--- src/rtl/vga_timing_gen_if.sv ---
// vga_timing_gen_if: raster timing bundle from the generator
// to the pixel pipeline (text, cursor, overlay, DAC).
interface vga_timing_gen_if #(
  parameter int CNT_W = 10
);
  logic             p_tick;
  logic [CNT_W-1:0] pixel_x;
  logic [CNT_W-1:0] pixel_y;
  logic             hsync;
  logic             vsync;
  logic             video_on;
  logic             line_start;
  logic             frame_start;

  modport master (
    output p_tick,
    output pixel_x,
    output pixel_y,
    output hsync,
    output vsync,
    output video_on,
    output line_start,
    output frame_start
  );

  modport slave (
    input p_tick,
    input pixel_x,
    input pixel_y,
    input hsync,
    input vsync,
    input video_on,
    input line_start,
    input frame_start
  );
endinterface

--- src/rtl/vga_timing_gen.sv ---
// vga_timing_gen: parametrised raster timing with pixel divider,
// zero-lag registered syncs and line/frame start strobes.
module vga_timing_gen #(
  parameter int H_DISPLAY = 640,
  parameter int H_FRONT   = 16,
  parameter int H_SYNC    = 96,
  parameter int H_BACK    = 48,
  parameter int V_DISPLAY = 480,
  parameter int V_FRONT   = 10,
  parameter int V_SYNC    = 2,
  parameter int V_BACK    = 33,
  parameter int HSYNC_POL = 0,
  parameter int VSYNC_POL = 0,
  parameter int CLK_DIV   = 2,
  parameter int CNT_W     = 10
) (
  input logic              clk,
  input logic              rst,
  input logic              en,
  vga_timing_gen_if.master vga
);

  localparam int H_TOTAL =
    H_DISPLAY + H_FRONT + H_SYNC + H_BACK;
  localparam int V_TOTAL =
    V_DISPLAY + V_FRONT + V_SYNC + V_BACK;

  localparam int DIV_W =
    (CLK_DIV > 1) ? $clog2(CLK_DIV) : 1;

  localparam logic [DIV_W-1:0] DIV_LAST =
    DIV_W'(CLK_DIV - 1);

  localparam logic [CNT_W-1:0] H_LAST =
    CNT_W'(H_TOTAL - 1);
  localparam logic [CNT_W-1:0] V_LAST =
    CNT_W'(V_TOTAL - 1);

  localparam logic [CNT_W-1:0] H_VIS =
    CNT_W'(H_DISPLAY);
  localparam logic [CNT_W-1:0] V_VIS =
    CNT_W'(V_DISPLAY);

  localparam logic [CNT_W-1:0] HS_FIRST =
    CNT_W'(H_DISPLAY + H_FRONT);
  localparam logic [CNT_W-1:0] HS_LAST =
    CNT_W'(H_DISPLAY + H_FRONT + H_SYNC - 1);
  localparam logic [CNT_W-1:0] VS_FIRST =
    CNT_W'(V_DISPLAY + V_FRONT);
  localparam logic [CNT_W-1:0] VS_LAST =
    CNT_W'(V_DISPLAY + V_FRONT + V_SYNC - 1);

  localparam logic HS_ON = HSYNC_POL[0];
  localparam logic VS_ON = VSYNC_POL[0];

  localparam longint CNT_SPAN =
    longint'(1) << CNT_W;

  localparam bit PARAMS_OK =
    (CLK_DIV >= 1) &&
    (H_DISPLAY >= 1) && (H_FRONT >= 1) &&
    (H_SYNC >= 1) && (H_BACK >= 1) &&
    (V_DISPLAY >= 1) && (V_FRONT >= 1) &&
    (V_SYNC >= 1) && (V_BACK >= 1) &&
    (CNT_SPAN >= longint'(H_TOTAL)) &&
    (CNT_SPAN >= longint'(V_TOTAL));

  logic [DIV_W-1:0] div_q;
  logic [DIV_W-1:0] div_d;
  logic [CNT_W-1:0] x_q;
  logic [CNT_W-1:0] y_q;
  logic [CNT_W-1:0] x_d;
  logic [CNT_W-1:0] y_d;
  logic             hs_q;
  logic             vs_q;
  logic             vo_q;
  logic             tick;
  logic             hs_act;
  logic             vs_act;
  logic             vo_act;

  // Pixel strobe: last clk of each divided pixel period.
  always_comb begin
    tick = en & ~rst & (div_q == DIV_LAST);
  end

  // Next divider and raster position, wrapping x then y.
  always_comb begin
    div_d = div_q;
    x_d   = x_q;
    y_d   = y_q;
    if (en) begin
      if (div_q == DIV_LAST) begin
        div_d = '0;
      end else begin
        div_d = div_q + 1'b1;
      end
    end
    if (tick) begin
      if (x_q != H_LAST) begin
        x_d = x_q + 1'b1;
      end else begin
        x_d = '0;
        if (y_q != V_LAST) begin
          y_d = y_q + 1'b1;
        end else begin
          y_d = '0;
        end
      end
    end
  end

  // Region decode of the next position so the registered
  // syncs line up with the counters they describe.
  always_comb begin
    hs_act = (x_d >= HS_FIRST) && (x_d <= HS_LAST);
    vs_act = (y_d >= VS_FIRST) && (y_d <= VS_LAST);
    vo_act = (x_d < H_VIS) && (y_d < V_VIS);
  end

  // State and registered outputs; en low freezes all of it.
  always_ff @(posedge clk) begin
    if (rst) begin
      div_q <= '0;
      x_q   <= '0;
      y_q   <= '0;
      hs_q  <= ~HS_ON;
      vs_q  <= ~VS_ON;
      vo_q  <= 1'b0;
    end else if (en) begin
      div_q <= div_d;
      x_q   <= x_d;
      y_q   <= y_d;
      hs_q  <= hs_act ? HS_ON : ~HS_ON;
      vs_q  <= vs_act ? VS_ON : ~VS_ON;
      vo_q  <= vo_act;
    end
  end

  // Strobes are combinational on the tick so they stay one
  // clk wide whatever the divide ratio.
  always_comb begin
    vga.p_tick      = tick;
    vga.pixel_x     = x_q;
    vga.pixel_y     = y_q;
    vga.hsync       = hs_q;
    vga.vsync       = vs_q;
    vga.video_on    = vo_q;
    vga.line_start  = tick & (x_q == '0);
    vga.frame_start = tick & (x_q == '0) & (y_q == '0);
  end

  a_params: assert property (@(posedge clk) PARAMS_OK)
    else $error("vga_timing_gen: illegal parameters");

endmodule

--- src/flat_wrapper.sv ---
// flat-port wrapper written by rule: the top's interface ports become plain ports
module vga_timing_gen_flat 
#(
  parameter int H_DISPLAY = 640,
  parameter int H_FRONT   = 16,
  parameter int H_SYNC    = 96,
  parameter int H_BACK    = 48,
  parameter int V_DISPLAY = 480,
  parameter int V_FRONT   = 10,
  parameter int V_SYNC    = 2,
  parameter int V_BACK    = 33,
  parameter int HSYNC_POL = 0,
  parameter int VSYNC_POL = 0,
  parameter int CLK_DIV   = 2,
  parameter int CNT_W     = 10
)
  (clk, rst, en, vga_p_tick, vga_pixel_x, vga_pixel_y, vga_hsync, vga_vsync, vga_video_on, vga_line_start, vga_frame_start);
  vga_timing_gen_if #(.CNT_W(CNT_W)) vga_i ();
  input logic clk;
  input logic rst;
  input logic en;
  output wire logic [$bits(vga_i.p_tick)-1:0] vga_p_tick;
  output wire logic [$bits(vga_i.pixel_x)-1:0] vga_pixel_x;
  output wire logic [$bits(vga_i.pixel_y)-1:0] vga_pixel_y;
  output wire logic [$bits(vga_i.hsync)-1:0] vga_hsync;
  output wire logic [$bits(vga_i.vsync)-1:0] vga_vsync;
  output wire logic [$bits(vga_i.video_on)-1:0] vga_video_on;
  output wire logic [$bits(vga_i.line_start)-1:0] vga_line_start;
  output wire logic [$bits(vga_i.frame_start)-1:0] vga_frame_start;
  assign vga_p_tick = vga_i.p_tick;
  assign vga_pixel_x = vga_i.pixel_x;
  assign vga_pixel_y = vga_i.pixel_y;
  assign vga_hsync = vga_i.hsync;
  assign vga_vsync = vga_i.vsync;
  assign vga_video_on = vga_i.video_on;
  assign vga_line_start = vga_i.line_start;
  assign vga_frame_start = vga_i.frame_start;
  vga_timing_gen #(.H_DISPLAY(H_DISPLAY), .H_FRONT(H_FRONT), .H_SYNC(H_SYNC), .H_BACK(H_BACK), .V_DISPLAY(V_DISPLAY), .V_FRONT(V_FRONT), .V_SYNC(V_SYNC), .V_BACK(V_BACK), .HSYNC_POL(HSYNC_POL), .VSYNC_POL(VSYNC_POL), .CLK_DIV(CLK_DIV), .CNT_W(CNT_W)) u_core (.clk(clk), .rst(rst), .en(en), .vga(vga_i));
endmodule
--- config.mk ---
export PLATFORM = sky130hd
export DESIGN_NAME = vga_timing_gen_flat
export DESIGN_NICKNAME = d
export VERILOG_FILES = /design/src/rtl/vga_timing_gen_if.sv /design/src/rtl/vga_timing_gen.sv /design/src/flat_wrapper.sv
export SDC_FILE = /design/constraint.sdc
export NUM_CORES = 1
export LEC_CHECK = 0
export ABC_AREA = 1
export ABC_CLOCK_PERIOD_IN_PS = 1700
export BUFFER_PORTS_ARGS = -buffer_cell sky130_fd_sc_hd__buf_2
export CELL_PAD_IN_SITES_DETAIL_PLACEMENT = 1
export CELL_PAD_IN_SITES_GLOBAL_PLACEMENT = 1
export CORE_MARGIN = 2
export CORE_UTILIZATION = 34
export DETAILED_ROUTE_END_ITERATION = 7
export PLACE_DENSITY = 0.72
export SKIP_CTS_REPAIR_TIMING = 1
export SYNTH_ARGS = -nofsm -noshare
export SYNTH_HDL_FRONTEND = slang
export SYNTH_SLANG_ARGS = --single-unit
export TNS_END_PERCENT = 30
--- constraint.sdc ---
create_clock -name clk -period 1.7 [get_ports clk]
set_input_delay 0.34 -clock clk [delete_from_list [all_inputs] [get_ports clk]]
set_output_delay 0.34 -clock clk [all_outputs]
set_load 0.05 [all_outputs]
==> impl_metrics.py, run 1 <==
metrics = {
    "detailed_routing": {
        "post_drt_wl_per_cell_um": 17.5,
        "drt-total-wl_um": 6910,
        "drt-initial-drc-count": 119,
        "firstDrtPassIters": 4,
        "drcViolationCount": 0,
        "vias": 2112,
        "antenna_violating_nets_post_route": 0,
        "vias_per_cell": 5.35,
    },
    "critical_path": {
        "slowest_delay_ns": 0.41,
        "path_class": "flop to flop",
        "crit_buf_inv": 3,
        "start_kind": "flop",
        "worst_ep_required_time_ns": 1.93,
        "arrival_ns": 2.14,
        "setup.worst_path.end_class": "flop",
        "worst_path_max_delay_cell": "dfxtp_4",
        "cp_cell_sequence": "ha_4 > nand2_4 > nor2_8 > inv_2 > nor2_4 > buf_2 > buf_4 > nand3_1 > nand3_1 > nand2_1 > nor2_2 > nor2_1 > nor2_1",
        "path_max_fanout": 5,
        "critPathTopFamily": "simple AND/OR/NAND/NOR gates",
    },
    "layout": {
        "drive_gt1_share_pct": 44.6,
        "layout_commonest_cell": "nand2_1",
        "multi_input_area_sq_mm": 0.00108,
        "register_area_sq_um": 503,
        "n_antenna_cell": 0,
        "final_net_count": 351,
        "layout_common_cells": "nand2_1, buf_4, nor2_1",
        "fillers": 588,
        "area_delta_synth_final_pct": 62.6,
    },
    "global_route": {
        "antenna_found_initial": 0,
        "grt_overflow_total": 0,
        "grt_max_degree": 22,
        "track_usage_pct": 22.5,
        "grt_pass1_vias": 1934,
        "grt_first_pass_wirelength_um": 9100,
    },
    "logic_synthesis": {
        "synth_cell_types": 25,
        "synthCells": 251,
        "syn_area_sq_mm": 0.00154,
        "syn_avg_cell_area_sq_um": 6.15,
        "ys_warn_count": 0,
        "syn_nets": 258,
        "ys_seq_area_share_pct": 31.1,
        "ys_seq_elements": 24,
    },
    "clocking": {
        "clockBufferDepth": 2,
        "clock_latency_ns": 0.29,
        "cts.sinks": 24,
        "root_buffer": "clkbuf_8",
        "cts_tree": "yes",
        "cts_max_level": 1,
        "cts.clk_slew.worst_paths_ns": 0.10,
        "numCtsBuffers": 3,
    },
    "die": {
        "ios": 29,
        "core-area_sq_mm": 0.00435,
        "num_rows": 24,
        "chipWidth_um": 71.4,
        "start_util_pct": 35.5,
        "dieArea_sq_mm": 0.00510,
        "die_h_um": 71.4,
    },
    "timing": {
        "drv_slew": 0,
        "tightest_slew_ns": 0.265,
        "hold_viol": 0,
        "maxSlewHeadroom_pct": 82.3,
        "fin_skew_ns": 0.00405,
        "finalSetupViolCount": 6,
        "rsz0062_at_grt": "yes",
        "fmax_mhz": 524,
        "fin_crit_sh_pct": 112,
        "layout_min_cycle_time_ns": 1.91,
        "worst_slack_ns": -0.209,
    },
    "placed_design": {
        "post-place-ws_ns": -0.211,
        "gp_congestion": 0.833,
        "port_buffers": 28,
        "hpwl_um": 4410,
    },
    "power_and_ir_drop": {
        "p_leak_uw": 0.00128,
        "ir_drop_uv": 526,
        "power_density_mw_per_mm2": 497,
        "total_power_uw": 1250,
    },
    "outcome": {
        "status": "finished with violations",
        "violations": "setup timing",
    },
    "flow_run": {
        "drv_cap": 0,
    },
    "min_path": {
        "min_path_type": "primary input to flop",
    },
}
[state kept, by name, summed over array words and instances, names as in the netlist]
| name | count |
|---|---|
| u_core.vga.pixel_y | 10 |
| u_core.div_q | 1 |
| u_core.vga.pixel_x | 10 |
| u_core.vga.vsync | 1 |
| u_core.vga.video_on | 1 |
| u_core.vga.hsync | 1 |
[cell families after synthesis]
logic type / share of synthesized area, %
flops: 31.1
xor+xnor: 0.567
simple gates: 49.2
fa+ha+maj: 3.24
buf+inv: 10.0
compound gates: 5.83
[metrics by stage]
stage / setup TNS [ns] / cells / cell area [sq um] / util (%) / hold WS, ns
2_1_floorplan: -0.934 / 251 / 1620 / - / 0.411
3_3_place_gp: -0.482 / 384 / 2230 / 51.1 / 0.453
3_5_place_dp: -0.673 / 384 / 2230 / 51.1 / 0.462
4_1_cts: -1.33 / 388 / 2300 / 52.8 / 0.353
5_1_grt: -1.63 / 395 / 2510 / 57.7 / 0.388
6_report: -0.816 / 395 / 2510 / 57.7 / 0.376
[final timing paths]
kind,start,end,slack (ns),depth (start not counted)
hold reg to reg,u_core.vga.hsync,u_core.vga.hsync,0.48,2
hold / removal,en,u_core.vga.pixel_x[2],0.38,3
setup reg to reg,u_core.vga.pixel_x[1],u_core.vga.video_on,-0.21,13
setup / recovery,u_core.vga.pixel_x[1],u_core.vga.video_on,-0.21,13
[cells in the mapped netlist]
library cell,n,area [sq um]
nor2_4,2,22.5
nand3_1,24,120
nand3b_1,3,22.5
buf_4,1,7.51
o21ai_0,9,45.0
buf_6,1,11.3
inv_2,1,3.75
a21oi_1,6,30.0
dfxtp_1,24,480
a211oi_1,2,15.0
clkbuf_1,2,7.51
buf_2,1,5.00
nand2_2,3,18.8
nor4_1,1,6.26
nor3_1,3,15.0
ha_1,4,50.1
xor2_1,1,8.76
nor2_8,1,20.0
nor2_2,1,6.26
inv_1,32,120
nand4_1,13,81.3
nand2_4,1,11.3
nor3b_1,1,7.51
nand2_1,72,270
nor2_1,42,158
[layout make-up]
| type | instances | share of cell area, % |
|---|---|---|
| Timing Repair Buffer | 93 | 26.6 |
| Tap cell | 52 | 2.59 |
| Clock inverter | 1 | 1.20 |
| Multi-Input combinational cell | 189 | 42.8 |
| Inverter | 33 | 5.13 |
| Sequential cell | 24 | 20.0 |
| Clock buffer | 3 | 1.64 |
[worst reg2reg max path, stage by stage (launching register included)]
cell	delay [ns]
dfxtp_4	0.41
ha_4	0.16
nand2_4	0.07
nor2_8	0.13
inv_2	0.06
nor2_4	0.13
buf_2	0.18
buf_4	0.12
nand3_1	0.07
nand3_1	0.15
nand2_1	0.10
nor2_2	0.13
nor2_1	0.06
nor2_1	0.08
[power by group]
part | internal (uW) | switching (uW) | total (uW)
Clock | 316 | 232 | 548
Combinational | 48.0 | 80.9 | 129
Sequential | 565 | 6.50 | 572
[routing by layer]
| layer | track usage (%) | part of all wire [%] | vias up |
|---|---|---|---|
| met5 | 0 | 0 | - |
| li1 | - | - | 992 |
| met3 | 2.53 | 5.3 | 22 |
| met4 | 3.77 | 2.1 | 0 |
| met2 | 37.6 | 49 | 75 |
| met1 | 32.0 | 44 | 1023 |
No activity file was read; power rests on OpenSTA's default activity.
==> run 2: changes to the inputs <==
--- a/config.mk
+++ b/config.mk
@@ -5,13 +5,12 @@
 export SDC_FILE = /design/constraint.sdc
 export NUM_CORES = 1
 export LEC_CHECK = 0
-export ABC_AREA = 1
 export ABC_CLOCK_PERIOD_IN_PS = 1700
 export BUFFER_PORTS_ARGS = -buffer_cell sky130_fd_sc_hd__buf_2
 export CELL_PAD_IN_SITES_DETAIL_PLACEMENT = 1
 export CELL_PAD_IN_SITES_GLOBAL_PLACEMENT = 1
 export CORE_MARGIN = 2
-export CORE_UTILIZATION = 34
+export CORE_UTILIZATION = 36
 export DETAILED_ROUTE_END_ITERATION = 7
 export PLACE_DENSITY = 0.72
 export SKIP_CTS_REPAIR_TIMING = 1
==> impl_metrics.py, run 2 <==
metrics = {
    "critical_path": {
        "crit_end": "u_core.vga.vsync",
        "regToRegSetupSlack_ns": -0.59,
        "cp_cell_sequence": "or3_4 > buf_6 > nor4_4 > buf_6 > nand4_1 > mux2i_1 > nor3b_2 > a31oi_1",
        "worst_ep_required_time_ns": 1.88,
        "path_max_fanout": 5,
        "worst_path_max_delay_cell": "or3_4",
        "slowest_delay_ns": 0.43,
        "arrival_ns": 2.47,
        "worstReg2RegEnd": "u_core.vga.vsync",
        "r2r_start": "u_core.vga.pixel_x[5]",
        "start_kind": "flop",
        "setup.worst_path.end_class": "flop",
        "rr_worst_depth": 8,
        "cp-startpoint": "u_core.vga.pixel_x[5]",
        "path_common_cell": "buf_6",
        "path_class": "flop to flop",
    },
    "layout": {
        "n_antenna_cell": 0,
        "layout_common_cells": "buf_4, nor2_1, buf_2",
        "drive_gt1_share_pct": 50.4,
        "area_delta_synth_final_pct": 60.2,
        "layout_commonest_cell": "buf_4",
        "final_net_count": 292,
        "finish.instance_area_sq_mm": 0.00249,
        "fillers": 514,
        "instances_no_fill": 334,
    },
    "logic_synthesis": {
        "synth_cell_types": 48,
        "yosys-top-cells-count": "nor2_1, dfxtp_1, nand2_1, nor3_1, clkbuf_1",
        "async_flop_share_pct": 0,
        "synth_top_area_share_pct": 31.0,
        "synthCells": 199,
        "synth_edf_count": 0,
        "syn_nets": 206,
        "synth_largest_area_cell": "dfxtp_1",
        "syn_area_sq_mm": 0.00155,
        "yosys-top-cells-area": "dfxtp_1, nor2_1, nor3_1",
        "synth.most_common_cell": "nor2_1",
        "ys_seq_elements": 24,
        "syn_avg_cell_area_sq_um": 7.80,
        "ys_seq_area_share_pct": 31.0,
        "ys_warn_count": 0,
        "synth_flop_cell": "dfxtp_1",
    },
    "clocking": {
        "cts_max_level": 1,
        "clockBufferDepth": 2,
        "clock_latency_ns": 0.29,
        "cts.sinks": 24,
        "cts.clk_slew.worst_paths_ns": 0.11,
        "cts_tree": "yes",
        "root_buffer": "clkbuf_8",
        "numCtsBuffers": 3,
    },
    "die": {
        "num_rows": 23,
        "start_util_pct": 38.0,
        "die_h_um": 69.7,
        "core-area_sq_mm": 0.00409,
        "dieArea_sq_mm": 0.00485,
        "ios": 29,
        "chipWidth_um": 69.7,
    },
    "detailed_routing": {
        "drcViolationCount": 0,
        "drt-total-wl_um": 6970,
        "drt-initial-drc-count": 170,
        "firstDrtPassIters": 4,
        "vias_per_cell": 5.85,
        "post_drt_wl_per_cell_um": 20.9,
        "antenna_violating_nets_post_route": 0,
        "vias": 1954,
    },
    "global_route": {
        "grt_overflow_total": 0,
        "track_usage_pct": 24.9,
        "antenna_found_initial": 0,
        "grt_pass1_vias": 2026,
        "grt_max_degree": 19,
        "grt_first_pass_wirelength_um": 9490,
    },
    "timing": {
        "finalSetupViolCount": 18,
        "maxSlewHeadroom_pct": 75.7,
        "layout_min_cycle_time_ns": 2.29,
        "rsz0062_at_grt": "yes",
        "fin_crit_sh_pct": 135,
        "drv_slew": 0,
        "hold_viol": 0,
        "fin_skew_ns": 0.0138,
        "worst_slack_ns": -0.593,
        "tightest_slew_ns": 0.359,
        "fmax_mhz": 436,
    },
    "power_and_ir_drop": {
        "sw_frac_of_total_pct": 26.0,
        "ir_drop_uv": 298,
        "power_density_mw_per_mm2": 472,
        "power_frac_seq_pct": 48.3,
        "p_switching_uw": 304,
        "intPower_uw": 868,
        "p_leak_uw": 0.00108,
        "combPwrFrac_pct": 10.2,
        "pwr-share-clk_pct": 41.4,
    },
    "flow_run": {
        "drv_cap": 0,
    },
    "placed_design": {
        "numPlacedInstances": 324,
        "place_area_sq_mm": 0.00224,
        "gp_congestion": 0.887,
        "hpwl_um": 4650,
        "port_buffers": 28,
    },
    "min_path": {
        "min_path_type": "primary input to flop",
        "min_from": "rst",
    },
    "outcome": {
        "status": "finished with violations",
        "violations": "setup timing",
    },
}
==> run 2: final cells by class <==
cell class	count	area [sq um]	share of cell area [%]
Inverter	6	22.5	0.906
Multi-Input combinational cell	153	1110	44.8
Timing Repair Buffer	97	707	28.4
Sequential cell	24	513	20.6
Tap cell	50	62.6	2.52
Clock buffer	4	66.3	2.67
==> run 2: cells by family (layout without fill, tap and decap cells) <==
family	count (synthesis)	after routing	synth area share, %
simple gates	107	107	38.4
compound gates	27	27	11.9
flops	24	24	31.0
buf+inv	22	107	6.69
xor+xnor	11	11	6.21
fa+ha+maj	4	4	3.23
mux	4	4	2.66
==> run 2: routing by layer <==
metal | up-vias | GRT usage (%) | wire length, um
li1 | 885 | - | -
met2 | 79 | 46.3 | 3640
met3 | 26 | 3.78 | 341
met1 | 964 | 26.1 | 2660
met5 | - | 0 | 0
met4 | 0 | 15.4 | 327
==> run 2: worst max-delay path, delay by kind of cell (launching register included) <==
family,cells,cell delay [ns]
multiplexers,1,0.29
AND/OR/NAND/NOR,4,1.10
buffers and inverters,2,0.32
AO/OA/AOI/OAI,1,0.13
flip-flops,1,0.35
==> run 2: worst min-delay path by stage <==
stage	slack, ns	cells past startpoint	endpoint
after floorplan	0.52	2	u_core.div_q
after global placement	0.47	1	u_core.vga.video_on
after detailed placement	0.49	1	u_core.vga.video_on
after CTS	0.41	3	u_core.vga.pixel_y[5]
after global routing	0.41	3	u_core.vga.pixel_y[4]
final	0.40	3	u_core.vga.pixel_y[4]
==> run 2: through the flow <==
stage / power (uW) / hold WS (ns) / util, % / setup TNS (ns) / worst slack [ns]
4_1_cts: 1160 / 0.406 / 56.6 / -4.27 / -0.610
2_1_floorplan: 649 / 0.519 / - / -4.94 / -0.733
5_1_grt: 1210 / 0.409 / 60.8 / -5.49 / -0.644
3_5_place_dp: 693 / 0.491 / 54.9 / -4.23 / -0.475
6_report: 1170 / 0.401 / 60.8 / -4.54 / -0.593
3_3_place_gp: 689 / 0.469 / 54.9 / -3.00 / -0.397
==> run 2: power by group through the flow <==
stage	registers, uW	clock network [uW]	logic, uW
6_report	567	486	120
2_1_floorplan	595	0	53.9
3_3_place_gp	579	0	110
3_5_place_dp	580	0	113
4_1_cts	567	483	114
5_1_grt	568	515	129
